===== config.mk =====
export PLATFORM = sky130hd
export DESIGN_NAME = miss_classifier
export DESIGN_NICKNAME = d
export VERILOG_FILES = /design/src/rtl/miss_classifier_pkg.sv /design/src/rtl/miss_classifier_sat_counter.sv /design/src/rtl/miss_classifier.sv
export SDC_FILE = /design/constraint.sdc
export NUM_CORES = 1
export LEC_CHECK = 0
export ABC_AREA = 1
export ABC_CLOCK_PERIOD_IN_PS = 1800
export CAP_MARGIN = 20
export CORE_MARGIN = 5
export CORE_UTILIZATION = 40
export DETAILED_ROUTE_END_ITERATION = 10
export DONT_BUFFER_PORTS = 1
export PLACE_DENSITY = 0.58
export SYNTH_ARGS = -nofsm -noshare
export SYNTH_HDL_FRONTEND = slang
export SYNTH_SLANG_ARGS = --single-unit

===== constraint.sdc =====
create_clock -name clk -period 1.8 [get_ports clk]
set_input_delay 0.36 -clock clk [delete_from_list [all_inputs] [get_ports clk]]
set_output_delay 0.36 -clock clk [all_outputs]
set_load 0.05 [all_outputs]

===== src/rtl/miss_classifier_pkg.sv =====
// miss_classifier_pkg: shared types and classification rule for the miss classifier
package miss_classifier_pkg;
  localparam int WAYS_LOG_BITS = 3;
  typedef enum logic [1:0] {
    MISS_NONE  = 2'd0,
    COMPULSORY = 2'd1,
    CAPACITY   = 2'd2,
    CONFLICT   = 2'd3
  } miss_class_t;
  typedef enum logic [1:0] {
    ST_COUNT    = 2'd0,
    ST_EVAL     = 2'd1,
    ST_REQ      = 2'd2,
    ST_COOLDOWN = 2'd3
  } mutate_state_t;
  function automatic miss_class_t classify(input logic miss, input logic fa_hit, input logic fa_full);
    return !miss ? MISS_NONE : fa_hit ? CONFLICT : fa_full ? CAPACITY : COMPULSORY;
  endfunction
endpackage


===== src/rtl/miss_classifier_sat_counter.sv =====
// sat_counter: clearable up-counter that sticks at all-ones
//   clk, rst_n : clock, synchronous active-low reset
//   inc, clr   : increment request, clear (clear wins)
//   count      : current value
module sat_counter #(
  parameter int W = 16
) (
  input  logic         clk,
  input  logic         rst_n,
  input  logic         inc,
  input  logic         clr,
  output logic [W-1:0] count
);
  logic [W-1:0] r_count;
  always_ff @(posedge clk)
    if (!rst_n || clr) r_count <= '0;
    else if (inc && r_count != '1) r_count <= r_count + 1'b1;
  assign count = r_count;
endmodule


===== src/rtl/miss_classifier.sv =====
// miss_classifier: classifies real-cache misses and requests associativity mutations per epoch
//   access_*/full_assoc_*/real_cache_full : resolved access and shadow tag status
//   miss_class, miss_class_valid           : registered classification of the last access
//   *_cnt                                  : current-epoch saturating class counts
//   ways_log, mutate_req/ways_log/ack      : granted associativity and req/ack mutation handshake
//   epoch_done                             : pulse while the epoch is evaluated
module miss_classifier
  import miss_classifier_pkg::*;
#(
  parameter int EPOCH_LEN      = 1024,
  parameter int CNT_W          = 16,
  parameter int CONFLICT_HI    = 64,
  parameter int CONFLICT_LO    = 8,
  parameter int MIN_WAYS_LOG   = 0,
  parameter int MAX_WAYS_LOG   = 3,
  parameter int RESET_WAYS_LOG = 2,
  parameter int COOLDOWN       = 256
) (
  input  logic                     clk,
  input  logic                     rst_n,
  input  logic                     access_valid,
  input  logic                     access_miss,
  input  logic                     full_assoc_hit,
  input  logic                     full_assoc_full,
  input  logic                     real_cache_full,
  output miss_class_t              miss_class,
  output logic                     miss_class_valid,
  output logic [CNT_W-1:0]         compulsory_cnt,
  output logic [CNT_W-1:0]         capacity_cnt,
  output logic [CNT_W-1:0]         conflict_cnt,
  output logic [WAYS_LOG_BITS-1:0] ways_log,
  output logic                     mutate_req,
  output logic [WAYS_LOG_BITS-1:0] mutate_ways_log,
  input  logic                     mutate_ack,
  output logic                     epoch_done
);
  localparam int ACC_W = $clog2(EPOCH_LEN);
  localparam int CD_W  = $clog2(COOLDOWN + 1);
  localparam logic [WAYS_LOG_BITS-1:0] RST_WAYS = WAYS_LOG_BITS'(RESET_WAYS_LOG);
  mutate_state_t              r_state, w_next;
  miss_class_t                r_class, w_class;
  logic                       r_valid;
  logic [ACC_W-1:0]           r_acc;
  logic [CD_W-1:0]            r_cool;
  logic [WAYS_LOG_BITS-1:0]   r_ways, r_mwl, w_target;
  logic                       w_count, w_last, w_grow, w_shrink, w_change, w_ack, w_clr, w_cool_done;
  always_comb begin
    w_class     = classify(access_miss, full_assoc_hit, full_assoc_full);
    w_count     = r_state == ST_COUNT && access_valid;
    w_last      = w_count && r_acc == ACC_W'(EPOCH_LEN - 1);
    // thresholds are compared at full int width so narrow counters never truncate them
    w_grow      = 32'(conflict_cnt) >= CONFLICT_HI && 32'(r_ways) < MAX_WAYS_LOG;
    w_shrink    = 32'(conflict_cnt) <= CONFLICT_LO && capacity_cnt > conflict_cnt &&
                  real_cache_full && 32'(r_ways) > MIN_WAYS_LOG;
    w_change    = w_grow || w_shrink;
    w_target    = w_grow ? r_ways + 1'b1 : r_ways - 1'b1;
    w_ack       = r_state == ST_REQ && mutate_ack;
    w_clr       = (r_state == ST_EVAL && !w_change) || w_ack;
    w_cool_done = r_cool == CD_W'(COOLDOWN - 1);
    w_next      = r_state == ST_COUNT ? (w_last ? ST_EVAL : ST_COUNT) :
                  r_state == ST_EVAL  ? (w_change ? ST_REQ : ST_COUNT) :
                  r_state == ST_REQ   ? (mutate_ack ? ST_COOLDOWN : ST_REQ) :
                  (w_cool_done ? ST_COUNT : ST_COOLDOWN);
  end
  always_ff @(posedge clk)
    if (!rst_n) r_state <= ST_COUNT;
    else r_state <= w_next;
  always_ff @(posedge clk)
    if (!rst_n) begin
      r_class <= MISS_NONE;
      r_valid <= 1'b0;
      r_acc   <= '0;
      r_cool  <= '0;
      r_ways  <= RST_WAYS;
      r_mwl   <= RST_WAYS;
    end else begin
      r_valid <= access_valid;
      if (access_valid) r_class <= w_class;
      if (w_count) r_acc <= w_last ? '0 : r_acc + 1'b1;
      if (r_state == ST_EVAL && w_change) r_mwl <= w_target;
      if (w_ack) r_ways <= r_mwl;
      r_cool <= r_state == ST_COOLDOWN ? r_cool + 1'b1 : '0;
    end
  sat_counter #(.W(CNT_W)) u_compulsory (
    .clk(clk), .rst_n(rst_n), .inc(w_count && w_class == COMPULSORY), .clr(w_clr), .count(compulsory_cnt)
  );
  sat_counter #(.W(CNT_W)) u_capacity (
    .clk(clk), .rst_n(rst_n), .inc(w_count && w_class == CAPACITY), .clr(w_clr), .count(capacity_cnt)
  );
  sat_counter #(.W(CNT_W)) u_conflict (
    .clk(clk), .rst_n(rst_n), .inc(w_count && w_class == CONFLICT), .clr(w_clr), .count(conflict_cnt)
  );
  assign miss_class       = r_class;
  assign miss_class_valid = r_valid;
  assign ways_log         = r_ways;
  assign mutate_req       = r_state == ST_REQ;
  assign mutate_ways_log  = r_mwl;
  assign epoch_done       = r_state == ST_EVAL;
endmodule

==> metrics.md, run 1 <==
| Metric | Value |
|---|---|
| Run status | `finished, violations left` |
| Failing checks | `setup timing` |
| Combinational power share | `6.0%` |
| ANT cells | `0` |
| Chip Height | `117.9 um` |
| Worst Path Class, Setup | `reg -> reg` |
| Max VDD drop | `335.9 uV` |
| Clock power frac | `46.5%` |
| Clk_skew | `6.955 ps` |
| Setup ws final | `-106.6 ps` |
| Worst EP required | `2020 ps` |
| Drt via density | `4.854` |
| Initial Utilization | `40.77%` |
| Row Count | `39` |
| Post-DP HPWL | `9093 um` |
| Pwr Density | `558.8 mW/mm^2` |
| Top_reg_cell synth | `dfxtp_1` |
| Switch share | `23.24%` |
| Synth Cell Area | `0.004656 sq mm` |
| Die area | `0.01390 sq mm` |
| CORE AREA | `0.01142 sq mm` |
| Post-route ant nets | `0` |
| CP startpoint kind | `register` |
| Worst-path clk slew | `60 ps` |
| Hold Slack | `109.9 ps` |
| Slew Viols, Final | `0` |
| Min Clock Period, post-route | `1907 ps` |
| IO buf count | `0` |
| Die width | `117.9 um` |
| RSZ-0062 raised after global routing | `yes` |
| Synthesized Nets | `696` |
| Synth async-reset ratio | `0%` |
| Grt ovf | `0` |
| Vias | `4,475` |
| DRC | `0` |
| Synth warn | `0` |
| Initial antenna violation count | `0` |
| Critical-path maximum fanout | `4` |
| CTS tree | `yes` |
| Vias in the first global route | `4,154` |
| Synth unique cells | `39` |
| Synthesis-stage register bit count | `78` |
| Tot Pwr | `3.652 mW` |
| Worst-Margin Slew | `555.1 ps` |
| Max frequency | `0.5245 GHz` |
| Cells after Synth | `664` |
| Leakage | `2.667 nW` |
| Tcrit/Tclk final | `105.9%` |
| CTS root buffer | `clkbuf_16` |
| Drt pass-1 iters | `5` |
| Final setup fails | `30` |
| NetSw | `0.8487 mW` |
| Crit end category | `register` |
| Total GRT Usage | `17.13%` |
| Per-cell routed wire length | `13.46 um` |
| First-pass GRT wire length | `19,870 um` |
| Synth-to-Final Area Change | `40.37%` |
| Relative slew margins | `62.94%` |
| Final hold vios | `0` |
| Num CTS Buffers | `9` |
| CTS H-Tree Depth | `3` |
| FF+latch area | `0.001667 sq mm` |
| R2R setup slack | `-110 ps` |
| P_int | `2.803 mW` |
| Final WL | `12,410 um` |
| Filler cells | `1,062` |
| Syn avg cell area | `7.012 sq um` |
| Finished Core Util | `57.23%` |
| Maximum root-to-sink buffer count | `2` |
| Share of total power in sequential cells | `47.5%` |
| Area occupied by multi-input gates | `0.003029 sq mm` |
| I/O Pins | `67` |
| Max-cap violations | `0` |
| Largest net degree at the start of global routing | `21` |
| Critical path arrival | `2130 ps` |
| Routability cong. | `0.8933` |
| # clock sinks | `78` |
| Share of layout cells above drive strength 1 | `36.20%` |
| Post-synth EDFFs | `0` |
| Initial DRC Count | `206` |
| Clock insertion delay at the later pin of the skew report | `340 ps` |
| Post-synthesis sequential area ratio | `33.54%` |
| Fin nets | `806` |
| Hold_buf cts | `0` |
| Hold crit path type | `in -> reg` |
-- final cells by class --
type	count	share of cell area (%)
inverters	114	7.027
flip-flops and latches	78	25.50
clock inverters	1	0.07658
multi-input cells	463	46.35
well taps	143	2.738
clock buffers	15	4.097
repair buffers	108	14.21
-- per-stage QoR --
step                      instances  TNS, ps  worst slack, ps  instance area (sq um)
final                           922    -1915           -106.6                   6535
after detailed placement        886    -4112           -127.5                   5602
after CTS                       912   -489.7           -28.50                   6171
after global placement          886    -2246           -79.73                   5602
after floorplan                 664   -803.0           -47.93                   4826
after global routing            922    -5981           -175.4                   6535
-- logic make-up after synthesis --
group           synth area share (%)
flops                          33.54
compound gates                 6.235
xor+xnor                       7.686
simple gates                   34.99
fa+ha+maj                      6.611
buf+inv                        10.94
-- cell usage after synthesis (all sizes together), types with 2 or more instances --
library cell	number	area (sq um)
inv	113	424.2
nor4	2	27.53
ha	23	287.8
o21ai	27	138.9
xor2	35	314.1
nand3	46	280.3
buf	8	77.57
nand2	132	508.0
nor3	24	146.4
nor3b	4	30.03
nand3b	2	15.01
nand4	13	81.33
nand2b	3	18.77
a21oi	23	115.1
nor2	118	521.8
xnor2	5	43.79
dfxtp	78	1562
-- metal layers --
layer / track usage (%) / wire (um) / vias up
met3: 4.133 / 767 / 17
li1: - / - / 2314
met2: 29.84 / 6353 / 95
met1: 20.27 / 5073 / 2049
met4: 6.452 / 215 / 0
met5: 0 / 0 / -
-- power groups by stage --
stage	clock network, mW	registers, mW	logic, mW
floorplan	0	1.78	0.105
global placement	0	1.77	0.154
detailed placement	0	1.77	0.156
CTS	1.75	1.73	0.197
global route	1.84	1.73	0.240
finish	1.70	1.73	0.221
-- cell usage in the layout (no fill, tap or decap), types with 13 or more instances in the layout --
master     n
o21ai_0   23
nor2_2    33
nand4_1   13
nand2_1  119
buf_4     95
inv_2     14
nor3_1    16
nor2_1    64
a21oi_1   21
nand3_1   37
inv_1     90
nor2_4    20
dfxtp_1   42
xor2_1    34
dfxtp_4   24
-- flip-flops by register name, indices dropped and copies added, names as in the netlist --
name                count
mutate_ways_log         3
r_state                 2
u_conflict.count       16
r_acc                  10
miss_class              2
u_capacity.count       16
r_cool                  9
miss_class_valid        1
u_compulsory.count     16
ways_log                3
-- worst max-delay path, cell delays in order (launching register included) --
cell and delay, ps:
dfxtp_4 350, inv_4 60, buf_4 130, nand4_1 180
buf_4 200, o21ai_4 220, fa_2 490, nand3_2 80
nand3_1 70
-- repair_timing --
action / 4_1_cts / 5_1_grt
buffers inserted: 8 / 12
pin swaps: 7 / 21
cloned: 2 / 1
endpoints found under the setup margin: 52 / 58
gates resized for setup: 38 / 83
-- worst paths after layout --
| kind | depth (start not counted) | to | from |
|---|---|---|---|
| worst min register to register | 1 | r_cool[0] | r_cool[0] |
| worst max-delay path | 8 | mutate_ways_log[1] | u_conflict.count[13] |
| worst max register to register | 8 | mutate_ways_log[1] | u_conflict.count[13] |
| worst min-delay path | 1 | ways_log[1] | rst_n |
Note: power is estimated with default switching activity, not from simulation.
==> run 2: changes to the inputs <==
--- a/config.mk
+++ b/config.mk
@@ -5,7 +5,6 @@
 export SDC_FILE = /design/constraint.sdc
 export NUM_CORES = 1
 export LEC_CHECK = 0
-export ABC_AREA = 1
 export ABC_CLOCK_PERIOD_IN_PS = 1800
 export CAP_MARGIN = 20
 export CORE_MARGIN = 5
==> run 2 against run 1 <==
Against the previous run: the run still ends with setup timing left; via count fell by 20%; non-clock buffer count rose by 4; register-to-register slack worse by 300 ps; global-route usage is 0.65 points higher; clock skew rose by 6.5 ps; sequential share of layout area up 5.0 points; sequential power barely moved.
==> metrics.md, run 2 <==
| Metric | Value |
|---|---|
| Slew Viols, Final | `0 (unchanged)` |
| Tcrit/Tclk final | `122.6% (was 105.9%)` |
| Switch share | `23.75% (was 23.24%)` |
| Share of layout cells above drive strength 1 | `32.03% (was 36.20%)` |
| CTS H-Tree Depth | `3 (unchanged)` |
| Clock insertion delay at the later pin of the skew report | `360 ps (was 340 ps)` |
| Drt via density | `4.951 (was 4.854)` |
| Pwr Density | `599.4 mW/mm^2 (was 558.8 mW/mm^2)` |
| Final setup fails | `53 (was 30)` |
| Fin nets | `614 (was 806)` |
| Share of total power in sequential cells | `52.9% (was 47.5%)` |
| Post-DP HPWL | `8027 um (was 9093 um)` |
| P_int | `2.483 mW (was 2.803 mW)` |
| CTS root buffer | `clkbuf_8 (was clkbuf_16)` |
| Drt pass-1 iters | `4 (was 5)` |
| Worst-path clk slew | `90 ps (was 60 ps)` |
| Syn avg cell area | `8.492 sq um (was 7.012 sq um)` |
| Setup ws final | `-407.2 ps (was -106.6 ps)` |
| Commonest non-fill, non-tap cell in the layout | `buf_4 (was nand2_1)` |
| Chip Height | `109.9 um (was 117.9 um)` |
| Die width | `109.9 um (was 117.9 um)` |
| Synth cell count leaders | `84 x nor2_1, 78 x dfxtp_1, 38 x xnor2_1 (was 129 x nand2_1, 108 x inv_1, 94 x nor2_1)` |
| Maximum root-to-sink buffer count | `2 (unchanged)` |
| Die area | `0.01208 sq mm (was 0.01390 sq mm)` |
| Critical-path maximum fanout | `25 (was 4)` |
| Vias in the first global route | `3,460 (was 4,154)` |
| Final WL | `10,390 um (was 12,410 um)` |
| Synth warn | `0 (unchanged)` |
| Clk_skew | `13.46 ps (was 6.955 ps)` |
| Most frequent cell after synthesis | `nor2_1 (was nand2_1)` |
| Synth top area share | `39.12% (was 33.54%)` |
| Synthesis-stage register bit count | `78 (unchanged)` |
| Synthesized Nets | `502 (was 696)` |
| NetSw | `0.7731 mW (was 0.8487 mW)` |
| Leakage | `2.179 nW (was 2.667 nW)` |
| Crit end category | `register (unchanged)` |
| Grt ovf | `0 (unchanged)` |
| Max frequency | `0.4531 GHz (was 0.5245 GHz)` |
| Post-synth EDFFs | `0 (unchanged)` |
| Initial antenna violation count | `0 (unchanged)` |
| Most frequent cells in the layout | `106 x buf_4, 84 x nor2_1, 44 x dfxtp_1 (was 119 x nand2_1, 95 x buf_4, 90 x inv_1)` |
| Total GRT Usage | `17.78% (was 17.13%)` |
| Failing checks | `setup timing (unchanged)` |
| Synth async-reset ratio | `0% (unchanged)` |
| CORE AREA | `0.009774 sq mm (was 0.01142 sq mm)` |
| Tot Pwr | `3.256 mW (was 3.652 mW)` |
| Synth Cell Area | `0.003991 sq mm (was 0.004656 sq mm)` |
| CTS tree | `yes (unchanged)` |
| # clock sinks | `78 (unchanged)` |
| Clock power frac | `43.1% (was 46.5%)` |
| Post-synthesis sequential area ratio | `39.12% (was 33.54%)` |
| Largest net degree at the start of global routing | `26 (was 21)` |
| Top post-synthesis cells by area | `dfxtp_1 39%, xnor2_1 8.3%, nor2_1 7.9% (was dfxtp_1 34%, nand2_1 10%, inv_1 8.7%)` |
| ANT cells | `0 (unchanged)` |
| Hold crit path type | `in -> reg (unchanged)` |
| Max-cap violations | `0 (unchanged)` |
| Vias | `3,565 (was 4,475)` |
| Max VDD drop | `428.0 uV (was 335.9 uV)` |
| Top_reg_cell synth | `dfxtp_1 (unchanged)` |
| Post-route ant nets | `0 (unchanged)` |
| Routability cong. | `0.8106 (was 0.8933)` |
| Row Count | `36 (was 39)` |
| Leading area contributor after synthesis | `dfxtp_1 (unchanged)` |
| First-pass GRT wire length | `16,740 um (was 19,870 um)` |
| Worst EP required | `2040 ps (was 2020 ps)` |
| Per-cell routed wire length | `14.43 um (was 13.46 um)` |
| Combinational power share | `4.0% (was 6.0%)` |
| Cells after Synth | `470 (was 664)` |
| CP startpoint kind | `register (unchanged)` |
| Inst Count DP | `698 (was 886)` |
| DRC | `0 (unchanged)` |
| Worst-Margin Slew | `563.2 ps (was 555.1 ps)` |
| Synth unique cells | `45 (was 39)` |
| Hold Slack | `74.85 ps (was 109.9 ps)` |
| Min Clock Period, post-route | `2207 ps (was 1907 ps)` |
| IO buf count | `0 (unchanged)` |
| Final Non-Filler Cells | `720 (was 922)` |
| Final hold vios | `0 (unchanged)` |
| Synth-to-Final Area Change | `36.08% (was 40.37%)` |
| Hold_buf cts | `0 (unchanged)` |
| Worst Path Class, Setup | `reg -> reg (unchanged)` |
| I/O Pins | `67 (unchanged)` |
| Filler cells | `890 (was 1,062)` |
| Initial Utilization | `40.83% (was 40.77%)` |
| Num CTS Buffers | `9 (unchanged)` |
| Relative slew margins | `62.40% (was 62.94%)` |
| Initial DRC Count | `127 (was 206)` |
| RSZ-0062 raised after global routing | `yes (unchanged)` |
| Critical path arrival | `2450 ps (was 2130 ps)` |
| Run status | `finished, violations left (unchanged)` |
run 2: changes by cell type after synthesis, sizes merged, moves of 17 or more:
cell,previous run,this run
nor2,118,84
nand3,46,29
o21ai,27,10
xnor2,5,38
nand2,132,32
inv,113,28
run 2: final cells by class:
type                    instances  area, sq um  share of cell area, %
multi-input cells             353         2420                  44.55
flip-flops and latches         78         1659                  30.55
repair buffers                112        872.1                  16.06
well taps                     133        166.4                  3.064
clock buffers                  12        155.1                  2.856
inverters                      28        107.6                  1.981
clock inverters                 4        51.30                 0.9445
run 2: cells by family after synthesis:
logic type / Yosys count / share of synthesized area [%]
AOI/OAI and AO/OA: 50 / 8.715
DFF: 78 / 39.12
adders and majority gates: 24 / 7.712
buffers and inverters: 39 / 4.357
muxes: 3 / 0.7524
and+or+nand+nor: 219 / 26.83
xor gates and xnor gates: 57 / 12.51
run 2: worst max-delay path, cell delays in order, from the launching register on:
cell      delay, ps
dfxtp_4         380
inv_2            50
ha_4            260
nand4_1         110
nor4_2          330
a2111o_1        240
a31oi_2          70
o311ai_4        380
buf_12          210
nor2_1           60
run 2: what timing repair did:
| item | 4_1_cts | 5_1_grt |
|---|---|---|
| pin swaps | 0 | 7 |
| resized for setup | 8 | 15 |
| setup buffers | 1 | 5 |
| endpoints found under the setup margin | 53 | 54 |
run 2: final timing paths:
| check | start | to | slack [ps] | cells past startpoint |
|---|---|---|---|---|
| max | u_conflict.count[11] | u_capacity.count[2] | -410 | 9 |
| max reg2reg | u_conflict.count[11] | u_capacity.count[2] | -410 | 9 |
| min reg2reg | r_cool[0] | r_cool[0] | 480 | 1 |
| min | rst_n | mutate_ways_log[1] | 70 | 1 |
run 2: power groups by stage:
stage | Sequential (mW) | Combinational [mW] | Clock [mW]
floorplan | 1.78 | 0.0727 | 0
global placement | 1.76 | 0.125 | 0
detailed placement | 1.76 | 0.128 | 0
CTS | 1.72 | 0.130 | 1.44
global route | 1.72 | 0.144 | 1.52
finish | 1.72 | 0.131 | 1.40
run 2: metrics by stage:
step | setup TNS [ps] | setup slack [ps] | area [sq um] | util (%)
2_1_floorplan | -20210 | -423.1 | 4148 | -
3_3_place_gp | -17520 | -403.5 | 5061 | 51.78
6_report | -20160 | -407.2 | 5431 | 55.57
4_1_cts | -20180 | -410.7 | 5313 | 54.35
3_5_place_dp | -19000 | -421.3 | 5061 | 51.78
5_1_grt | -26460 | -536.3 | 5431 | 55.57
run 2: per-layer routing:
layer	GRT usage, %	part of all wire (%)	vias up
li1	-	-	1841
met1	22.92	47	1646
met2	28.21	46	74
met3	6.166	6.9	4
met4	4.809	0.69	0
met5	0	0	-
